`src/rtl/alu_issue_stage.sv`:
```
// alu_issue_stage: request FIFO feeding a combinational 4-bit ALU, with the
// ALU result captured into a valid/ready output register.
//
// The head FIFO entry drives the ALU directly. A pop moves the ALU result for
// that head into the output register in the same edge, so an op accepted into
// an empty stage is visible one edge after acceptance. Full is never relieved
// by a same-cycle pop (in_ready depends only on occupancy).

module alu_issue_stage #(
    parameter int DEPTH = 4,
    parameter int CNT_W = 16
) (
    input  logic                     i_clk,
    input  logic                     i_rst,
    input  logic                     i_in_valid,
    output logic                     o_in_ready,
    input  logic [3:0]               i_in_a,
    input  logic [3:0]               i_in_b,
    input  logic [2:0]               i_in_opcode,
    output logic [3:0]               o_alu_operand_a,
    output logic [3:0]               o_alu_operand_b,
    output logic [2:0]               o_alu_opcode,
    input  logic [7:0]               i_alu_result,
    output logic                     o_out_valid,
    input  logic                     i_out_ready,
    output logic [7:0]               o_out_result,
    output logic [2:0]               o_out_opcode,
    output logic                     o_out_zero,
    output logic [$clog2(DEPTH):0]   o_fifo_count,
    output logic [CNT_W-1:0]         o_issued_count
);

    localparam int PTR_W = $clog2(DEPTH);
    localparam logic [PTR_W:0] FULL_CNT = (PTR_W + 1)'(DEPTH);

    logic [3:0]       r_mem_a  [DEPTH];
    logic [3:0]       r_mem_b  [DEPTH];
    logic [2:0]       r_mem_op [DEPTH];
    logic [PTR_W-1:0] r_wr_ptr;
    logic [PTR_W-1:0] r_rd_ptr;
    logic [PTR_W:0]   r_count;

    logic             r_out_valid;
    logic [7:0]       r_out_result;
    logic [2:0]       r_out_opcode;
    logic [CNT_W-1:0] r_issued;

    logic             w_empty;
    logic             w_push;
    logic             w_pop;

    assign w_empty    = (r_count == '0);
    assign o_in_ready = (r_count < FULL_CNT);
    assign w_push     = i_in_valid & o_in_ready;
    // Pop whenever there is a head and the output slot is free or draining.
    assign w_pop      = !w_empty & (!r_out_valid | i_out_ready);

    // ALU sees only registered FIFO state; zeros when nothing is queued.
    assign o_alu_operand_a = w_empty ? 4'd0 : r_mem_a[r_rd_ptr];
    assign o_alu_operand_b = w_empty ? 4'd0 : r_mem_b[r_rd_ptr];
    assign o_alu_opcode    = w_empty ? 3'd0 : r_mem_op[r_rd_ptr];

    assign o_out_valid    = r_out_valid;
    assign o_out_result   = r_out_result;
    assign o_out_opcode   = r_out_opcode;
    assign o_out_zero     = (r_out_result == 8'd0);
    assign o_fifo_count   = r_count;
    assign o_issued_count = r_issued;

    // Storage array; stale contents are unreachable once pointers reset.
    always_ff @(posedge i_clk) begin
        if (w_push) begin
            r_mem_a[r_wr_ptr]  <= i_in_a;
            r_mem_b[r_wr_ptr]  <= i_in_b;
            r_mem_op[r_wr_ptr] <= i_in_opcode;
        end
    end

    // Pointers wrap naturally at DEPTH (power of two); count tracks occupancy.
    always_ff @(posedge i_clk) begin
        if (i_rst) begin
            r_wr_ptr <= '0;
            r_rd_ptr <= '0;
            r_count  <= '0;
        end else begin
            if (w_push) begin
                r_wr_ptr <= r_wr_ptr + PTR_W'(1);
            end
            if (w_pop) begin
                r_rd_ptr <= r_rd_ptr + PTR_W'(1);
            end
            case ({w_push, w_pop})
                2'b10:   r_count <= r_count + (PTR_W + 1)'(1);
                2'b01:   r_count <= r_count - (PTR_W + 1)'(1);
                default: r_count <= r_count;
            endcase
        end
    end

    // Output register: capture ALU result on pop, release on consumer transfer.
    always_ff @(posedge i_clk) begin
        if (i_rst) begin
            r_out_valid  <= 1'b0;
            r_out_result <= 8'd0;
            r_out_opcode <= 3'd0;
            r_issued     <= '0;
        end else if (w_pop) begin
            r_out_valid  <= 1'b1;
            r_out_result <= i_alu_result;
            r_out_opcode <= r_mem_op[r_rd_ptr];
            r_issued     <= r_issued + CNT_W'(1);
        end else if (r_out_valid && i_out_ready) begin
            r_out_valid  <= 1'b0;
        end
    end

endmodule

```
`config.mk`:
```
export PLATFORM = sky130hd
export DESIGN_NAME = alu_issue_stage
export DESIGN_NICKNAME = d
export VERILOG_FILES = /design/src/rtl/alu_issue_stage.sv
export SDC_FILE = /design/constraint.sdc
export NUM_CORES = 1
export LEC_CHECK = 0
export BUFFER_PORTS_ARGS = -buffer_cell sky130_fd_sc_hd__buf_2
export CAP_MARGIN = 20
export CORE_MARGIN = 3
export CORE_UTILIZATION = 40
export CTS_BUF_LIST = sky130_fd_sc_hd__clkbuf_4 sky130_fd_sc_hd__clkbuf_8
export DETAILED_ROUTE_END_ITERATION = 10
export PLACE_DENSITY_LB_ADDON = 0.08
export SLEW_MARGIN = 20
export SYNTH_ARGS = -nofsm -noshare
export SYNTH_HDL_FRONTEND = slang
export SYNTH_SLANG_ARGS = --single-unit
```
`constraint.sdc`:
```
create_clock -name i_clk -period 5.45 [get_ports i_clk]
set_input_delay 0.8175 -clock i_clk [delete_from_list [all_inputs] [get_ports i_clk]]
set_output_delay 0.8175 -clock i_clk [all_outputs]
set_load 0.03 [all_outputs]
```
* Word level (Yosys, flattened, before mapping)
Memory sizes are Yosys's and may differ from the RTL's. A register that Yosys moved wholly into a read port is not among the register bits.
Cells that the tools add are included.
W data, S select, Z words.
** Cells by class
- Add/sub/neg operators :: 5
- Multipliers :: 0
- Divide/modulo/power cells :: 0
- Magnitude comparators :: 1
- Eq/ne operators :: 2
- Shifts and indexed selects :: 0
- Mux-type cells :: 14
- Bitwise logic cells :: 3
- Reductions and logical operators :: 7
** Operators by type and width (number)
- $add A16 B1 Y16 const B :: 1
- $mux W2 :: 6
- $logic_not A8 Y1 :: 1
- $mux W4 :: 2
- $pmux W3 S2 :: 1
- $add A2 B1 Y2 const B :: 2
- $mux W1 :: 4
- $reduce_bool A2 Y1 :: 2
- $add A3 B1 Y3 const B :: 1
- $logic_not A3 Y1 :: 1
- $lt A3 B3 Y1 const B :: 1
- $mux W3 :: 1
- $sub A3 B1 Y3 const B :: 1
- $and A1 B1 Y1 :: 2
- $eq A2 B1 Y1 const B :: 1
- $eq A2 B2 Y1 const B :: 1
- $logic_not A1 Y1 :: 2
- $logic_and A1 B1 Y1 :: 1
- $or A1 B1 Y1 :: 1
** Word-level totals
- Register bits after elaboration :: 35
- Bits in latches :: 0
- Bits in writable memories :: 44
- ROM bits :: 0
- Input bits :: 23
- Output and inout port bits :: 44
- Logic and storage cells :: 42
- Memories :: 3
** Memory list
- r_mem_a :: depth 4, bits a word 4, read ports 1, clocked after memory_dff 1, write ports 1, RTL line 36 : logic [3:0] r_mem_a [DEPTH];
- r_mem_b :: depth 4, bits a word 4, read ports 1, clocked after memory_dff 1, write ports 1, RTL line 37 : logic [3:0] r_mem_b [DEPTH];
- r_mem_op :: depth 4, bits a word 3, read ports 1, clocked after memory_dff 1, write ports 1, RTL line 38 : logic [2:0] r_mem_op [DEPTH];

* Longest topological paths before layout
- Depth after elaboration :: 5
- Depth in mapped cells :: 11
- Mapped depth without buffers :: 9

* Least setup slack after synthesis
No wires, ideal clock.
- Path type :: input to register
- Start point :: input port i_out_ready
- End point :: register r_count[2] (netlist: o_fifo_count[2])
- Setup time :: 0.070 ns
- Arrival :: 2.642 ns
- Data required time :: 5.380 ns
- Setup slack :: 2.738 ns
- Cell stages on the path :: 11
- Buffers on the path :: 2
- Path through :: nand2b_1 -> buf_2 -> nand2_1 -> inv_2 -> buf_2 -> ha_1 -> inv_1 -> fa_1 -> xor2_1 -> or3_1 -> a21oi_1
** On the way
- Word-level cells in the longest chain between the ends :: 4
- Elaborated cells on any way between the ends :: 6
- Those cells by class :: eq/ne: 2; mux: 1; bitwise: 2; reduce/logical: 1
** Ends and longest elaborated chain
- start, declared :: RTL line 25 : input logic i_out_ready,
- $or A1 B1 Y1 (*) :: RTL line 56 : assign w_pop = !w_empty & (!r_out_valid | i_out_ready);
- $and A1 B1 Y1 (*) :: RTL line 56
- via w_pop :: RTL line 50 : logic w_pop;
- $eq A2 B1 Y1 or $eq A2 B2 Y1 (tied branches) :: RTL line 92 : case ({w_push, w_pop})
- $pmux W3 S2 or $reduce_bool A2 Y1 (tied branches)
- end signal, assigned :: RTL line 93 : 2'b10: r_count <= r_count + (PTR_W + 1)'(1);
- end signal, assigned :: RTL line 94 : 2'b01: r_count <= r_count - (PTR_W + 1)'(1);
- end signal, assigned :: RTL line 95 : default: r_count <= r_count;
- end, declared :: RTL line 41 : logic [PTR_W:0] r_count;
Mark *: on every way through the listed nets, which the timed path passes. The rest lies on a longest branch.
A chain may end at the register's enable or synchronous reset.

* Final worst setup path
- Start point :: register r_count[2] (netlist: o_fifo_count[2])
- End point :: register r_count[2] (netlist: o_fifo_count[2])
** On the way
- Word-level cells in the longest chain between the ends :: 5
- Elaborated cells on any way between the ends :: 11
- Those cells by class :: add/sub: 2; order compare: 1; eq/ne: 2; mux: 1; bitwise: 2; reduce/logical: 3
** Ends and longest elaborated chain
- branches (longest 5 deep; another with $lt A3 B3 Y1)
Parallel ways; which one is timed is not known.

==> key figures <==
Detailed routing
  – Count of routing violations after the opening detailed-route iteration: 125
  – Count of TritonRoute iterations in the first routing pass: 4
  – Wire length reported by the detailed router: 6.37 mm
  – Count of antenna-violating nets left after detailed routing: 0
  – Post-route DRC violation count: 0
  – Total via count after detailed routing: 2135
  – Wirelength per Cell: 14.8 µm
  – Per-cell via count in the routed design: 4.97

Die
  – DIE AREA: 9370 µm²
  – Floorplan die height: 96.8 µm
  – Std cell rows: 32
  – Area of the core: 7850 µm²
  – I/O pin count: 67
  – Die X: 96.8 µm
  – Starting utilization of the core area: 42.0%

Finish
  – Cell area after layout: 3890 µm²
  – Cell Count, Final, Fillers Out: 430
  – Layout cell share with drive strength beyond 1: 30.5%
  – FILL cells: 745
  – Most common library cell in the layout ignoring fill and taps: sky130_fd_sc_hd__buf_2
  – Post-layout util: 49.5%
  – Total Nets Final: 353
  – Antenna Diode Count: 0
  – Top library cells by usage in the layout, fill and taps aside: 66 x sky130_fd_sc_hd__buf_2, 44 x sky130_fd_sc_hd__edfxtp_1, 37 x sky130_fd_sc_hd__dfxtp_1, 28 x sky130_fd_sc_hd__nand2_1, 22 x sky130_fd_sc_hd__a21oi_1
  – Area growth from synthesis to final layout: 17.9%

Yosys
  – Flops & latches, synth: 81
  – Number of unique standard cell types used by synthesis: 36
  – Top cell type by total area after synthesis: sky130_fd_sc_hd__edfxtp_1
  – Cell types occupying the most area after synthesis: sky130_fd_sc_hd__edfxtp_1 40%, sky130_fd_sc_hd__dfxtp_1 22%, sky130_fd_sc_hd__mux4_2 7.5%
  – Mean cell area of the mapped netlist: 12.7 µm²
  – Post-synthesis instance total: 259
  – Number of nets produced by synthesis: 289
  – Total of warnings raised by yosys: 0
  – Post-Syn Area: 3300 µm²
  – Fraction of the yosys area taken by sequential cells: 62.5%
  – Area fraction of the dominant cell type after synthesis: 40.1%

Global routing
  – Met3 track demand over resource: 4.76%
  – Vias in the first global route: 2178
  – First-pass GRT wire length: 11.0 mm
  – Overall global routing resource usage: 14.4%
  – Met1 track demand over resource: 19.7%
  – Maximum number of pins on one net before global-route repair: 39
  – Remaining global-route overflow: 0
  – Number of antenna violations at the first check in global routing: 0
  – Peak-usage layer in the global routing report: met2
  – Met2 capacity usage during global routing: 22.3%

Clock network
  – Cell at the root of the clock tree: sky130_fd_sc_hd__clkbuf_8
  – Clock-pin slew on the worst setup and hold paths: 80 ps
  – Number of gates resized after cts: 0
  – Clock Sinks: 81
  – Clock latency on the worst-skew pair: 340 ps
  – TritonCTS clock tree: yes
  – Post-CTS setup buffer count: 0
  – Clock H-tree levels: 3
  – Hold buffer count at cts: 0
  – Bufs on Longest Clock Path: 2
  – Clock buffers created by TritonCTS: 9

Worst hold path
  – Hold/Removal Path Class: flip-flop to flip-flop
  – Hold Path Sink: o_out_opcode[1]
  – Critical hold path startpoint: o_out_opcode[1]
  – Worst Hold Depth: 2

Critical path
  – CP Data Required Time: 5720 ps
  – Capturing point of the worst reg2reg path: o_fifo_count[2]
  – Worst Path Max Fanout: 19
  – Setup slack of the most critical reg-to-reg path: 2270 ps
  – Critical path start-end classification: flip-flop to flip-flop
  – Endpoint kind of the worst setup timing path: flip-flop
  – Length in cells of the worst reg-to-reg path: 9
  – Crit path launch type: flip-flop
  – Arrival time worst endpoint: 3450 ps
  – Critical register-to-register path startpoint: o_fifo_count[2]

Place
  – Half-perimeter wire length after placement: 4.21 mm
  – Pre-CTS setup slack: 2110 ps
  – Routability congestion estimate: 0.787
  – Placed cell count: 414
  – Cell area after placement: 3690 µm²
  – Count of buffers inserted at the top-level ports: 66

STA
  – Maximum clock skew at final layout: 5.82 ps
  – Setup repair after global routing missed its margin: no
  – Post-route clock period utilization: 58.4%
  – Slew at the pin closest to its max-slew limit: 762 ps
  – Total count of hold-check failures in the final report: 0
  – Max Slew Vio Count: 0
  – Fmax: 314 MHz
  – Final min period: 3180 ps
  – Setup_tns: 0 ps
  – Worst slew margin: 49.1%
  – Endpoints failing setup: 0
  – Min setup slack post-route: 2270 ps

Power and ir drop
  – Sequential group share of total power: 41.5%
  – Fraction of power consumed by the clock network: 21.4%
  – Static Leak: 1.48 nW
  – Internal power: 1.21 mW
  – Reported net switching power: 0.772 mW
  – Worst ir drop on vdd: 0.354 mV
  – Net Sw Frac: 39.0%
  – Power per Cell Area: 509 nW/µm²
  – Combinational group share of total power: 37.1%

Run
  – Max cap viols: 0

Run status
  – Outcome: finished, final reports clean
==> metal layers <==
metal,up-vias,routed length (µm)
met4,0,54
li1,1051,-
met2,50,2970
met1,1028,3030
met5,-,0
met3,6,305
==> worst max path at each step <==
stage | from | endpoint | slack, ps | depth (start not counted)
2_1_floorplan | i_out_ready | o_fifo_count[2] | 2740 | 11
3_3_place_gp | i_out_ready | o_fifo_count[2] | 2220 | 10
3_5_place_dp | i_out_ready | o_fifo_count[2] | 2110 | 10
4_1_cts | o_fifo_count[2] | o_fifo_count[2] | 2220 | 9
5_1_grt | o_fifo_count[2] | o_fifo_count[2] | 1950 | 9
6_report | o_fifo_count[2] | o_fifo_count[2] | 2270 | 9
==> synthesized netlist by cell type, drive strengths merged <==
library cell / instances
and4: 2
nor2: 18
o21ai: 3
nor3b: 1
nor4: 1
clkbuf: 6
a21oi: 22
or4: 7
fa: 1
buf: 7
nand2: 28
and3: 1
inv: 10
nand2b: 1
or3: 4
mux2: 2
and2: 17
dfxtp: 37
nand3: 6
o31ai: 5
nand4: 4
xnor2: 3
xor2: 8
ha: 6
nor2b: 3
a41oi: 1
edfxtp: 44
mux4: 11
==> state kept, by name, indices dropped and copies added, names as in the netlist, named ones only <==
name	cells
o_issued_count	16
r_mem_a	16
r_mem_b	16
r_mem_op	12
o_out_result	8
o_fifo_count	3
o_out_opcode	3
r_rd_ptr	2
r_wr_ptr	2
o_out_valid	1
==> logic make-up after synthesis <==
family / Yosys count / share of synthesized area (%)
compound gates: 31 / 5.20
xor+xnor: 11 / 2.92
fa+ha+maj: 7 / 2.88
buf+inv: 23 / 3.04
flops: 81 / 62.5
mux: 13 / 8.20
simple gates: 93 / 15.2
==> power by group through the flow <==
| stage | clock network, mW | logic [mW] | registers [mW] |
|---|---|---|---|
| floorplan | 0 | 0.509 | 0.878 |
| detailed placement | 0 | 0.746 | 0.839 |
| finish | 0.423 | 0.734 | 0.821 |
| global placement | 0 | 0.741 | 0.836 |
| global route | 0.466 | 0.813 | 0.840 |
| CTS | 0.439 | 0.747 | 0.826 |
==> cell type report <==
| type | instances | area [µm²] | share of cell area (%) |
|---|---|---|---|
| Clock inverter | 7 | 70.1 | 1.80 |
| Multi-Input combinational cell | 155 | 1130 | 29.2 |
| Tap cell | 102 | 128 | 3.28 |
| Inverter | 10 | 37.5 | 0.966 |
| Timing Repair Buffer | 66 | 330 | 8.50 |
| Clock buffer | 9 | 124 | 3.19 |
| Sequential cell | 81 | 2060 | 53.1 |
==> worst max-delay path: stages (launching register included) <==
cell	delay, ps
sky130_fd_sc_hd__dfxtp_1	410
sky130_fd_sc_hd__or3_1	590
sky130_fd_sc_hd__nand2_1	460
sky130_fd_sc_hd__inv_2	360
sky130_fd_sc_hd__ha_1	240
sky130_fd_sc_hd__inv_1	60
sky130_fd_sc_hd__fa_1	370
sky130_fd_sc_hd__xor2_1	160
sky130_fd_sc_hd__or3_1	300
sky130_fd_sc_hd__a21oi_1	150
==> through the flow <==
stage	total power, mW	hold slack, ps
finish	1.98	470
detailed placement	1.59	460
CTS	2.01	471
global route	2.12	506
floorplan	1.39	485
global placement	1.58	459
(Power assumes the default switching activity.)
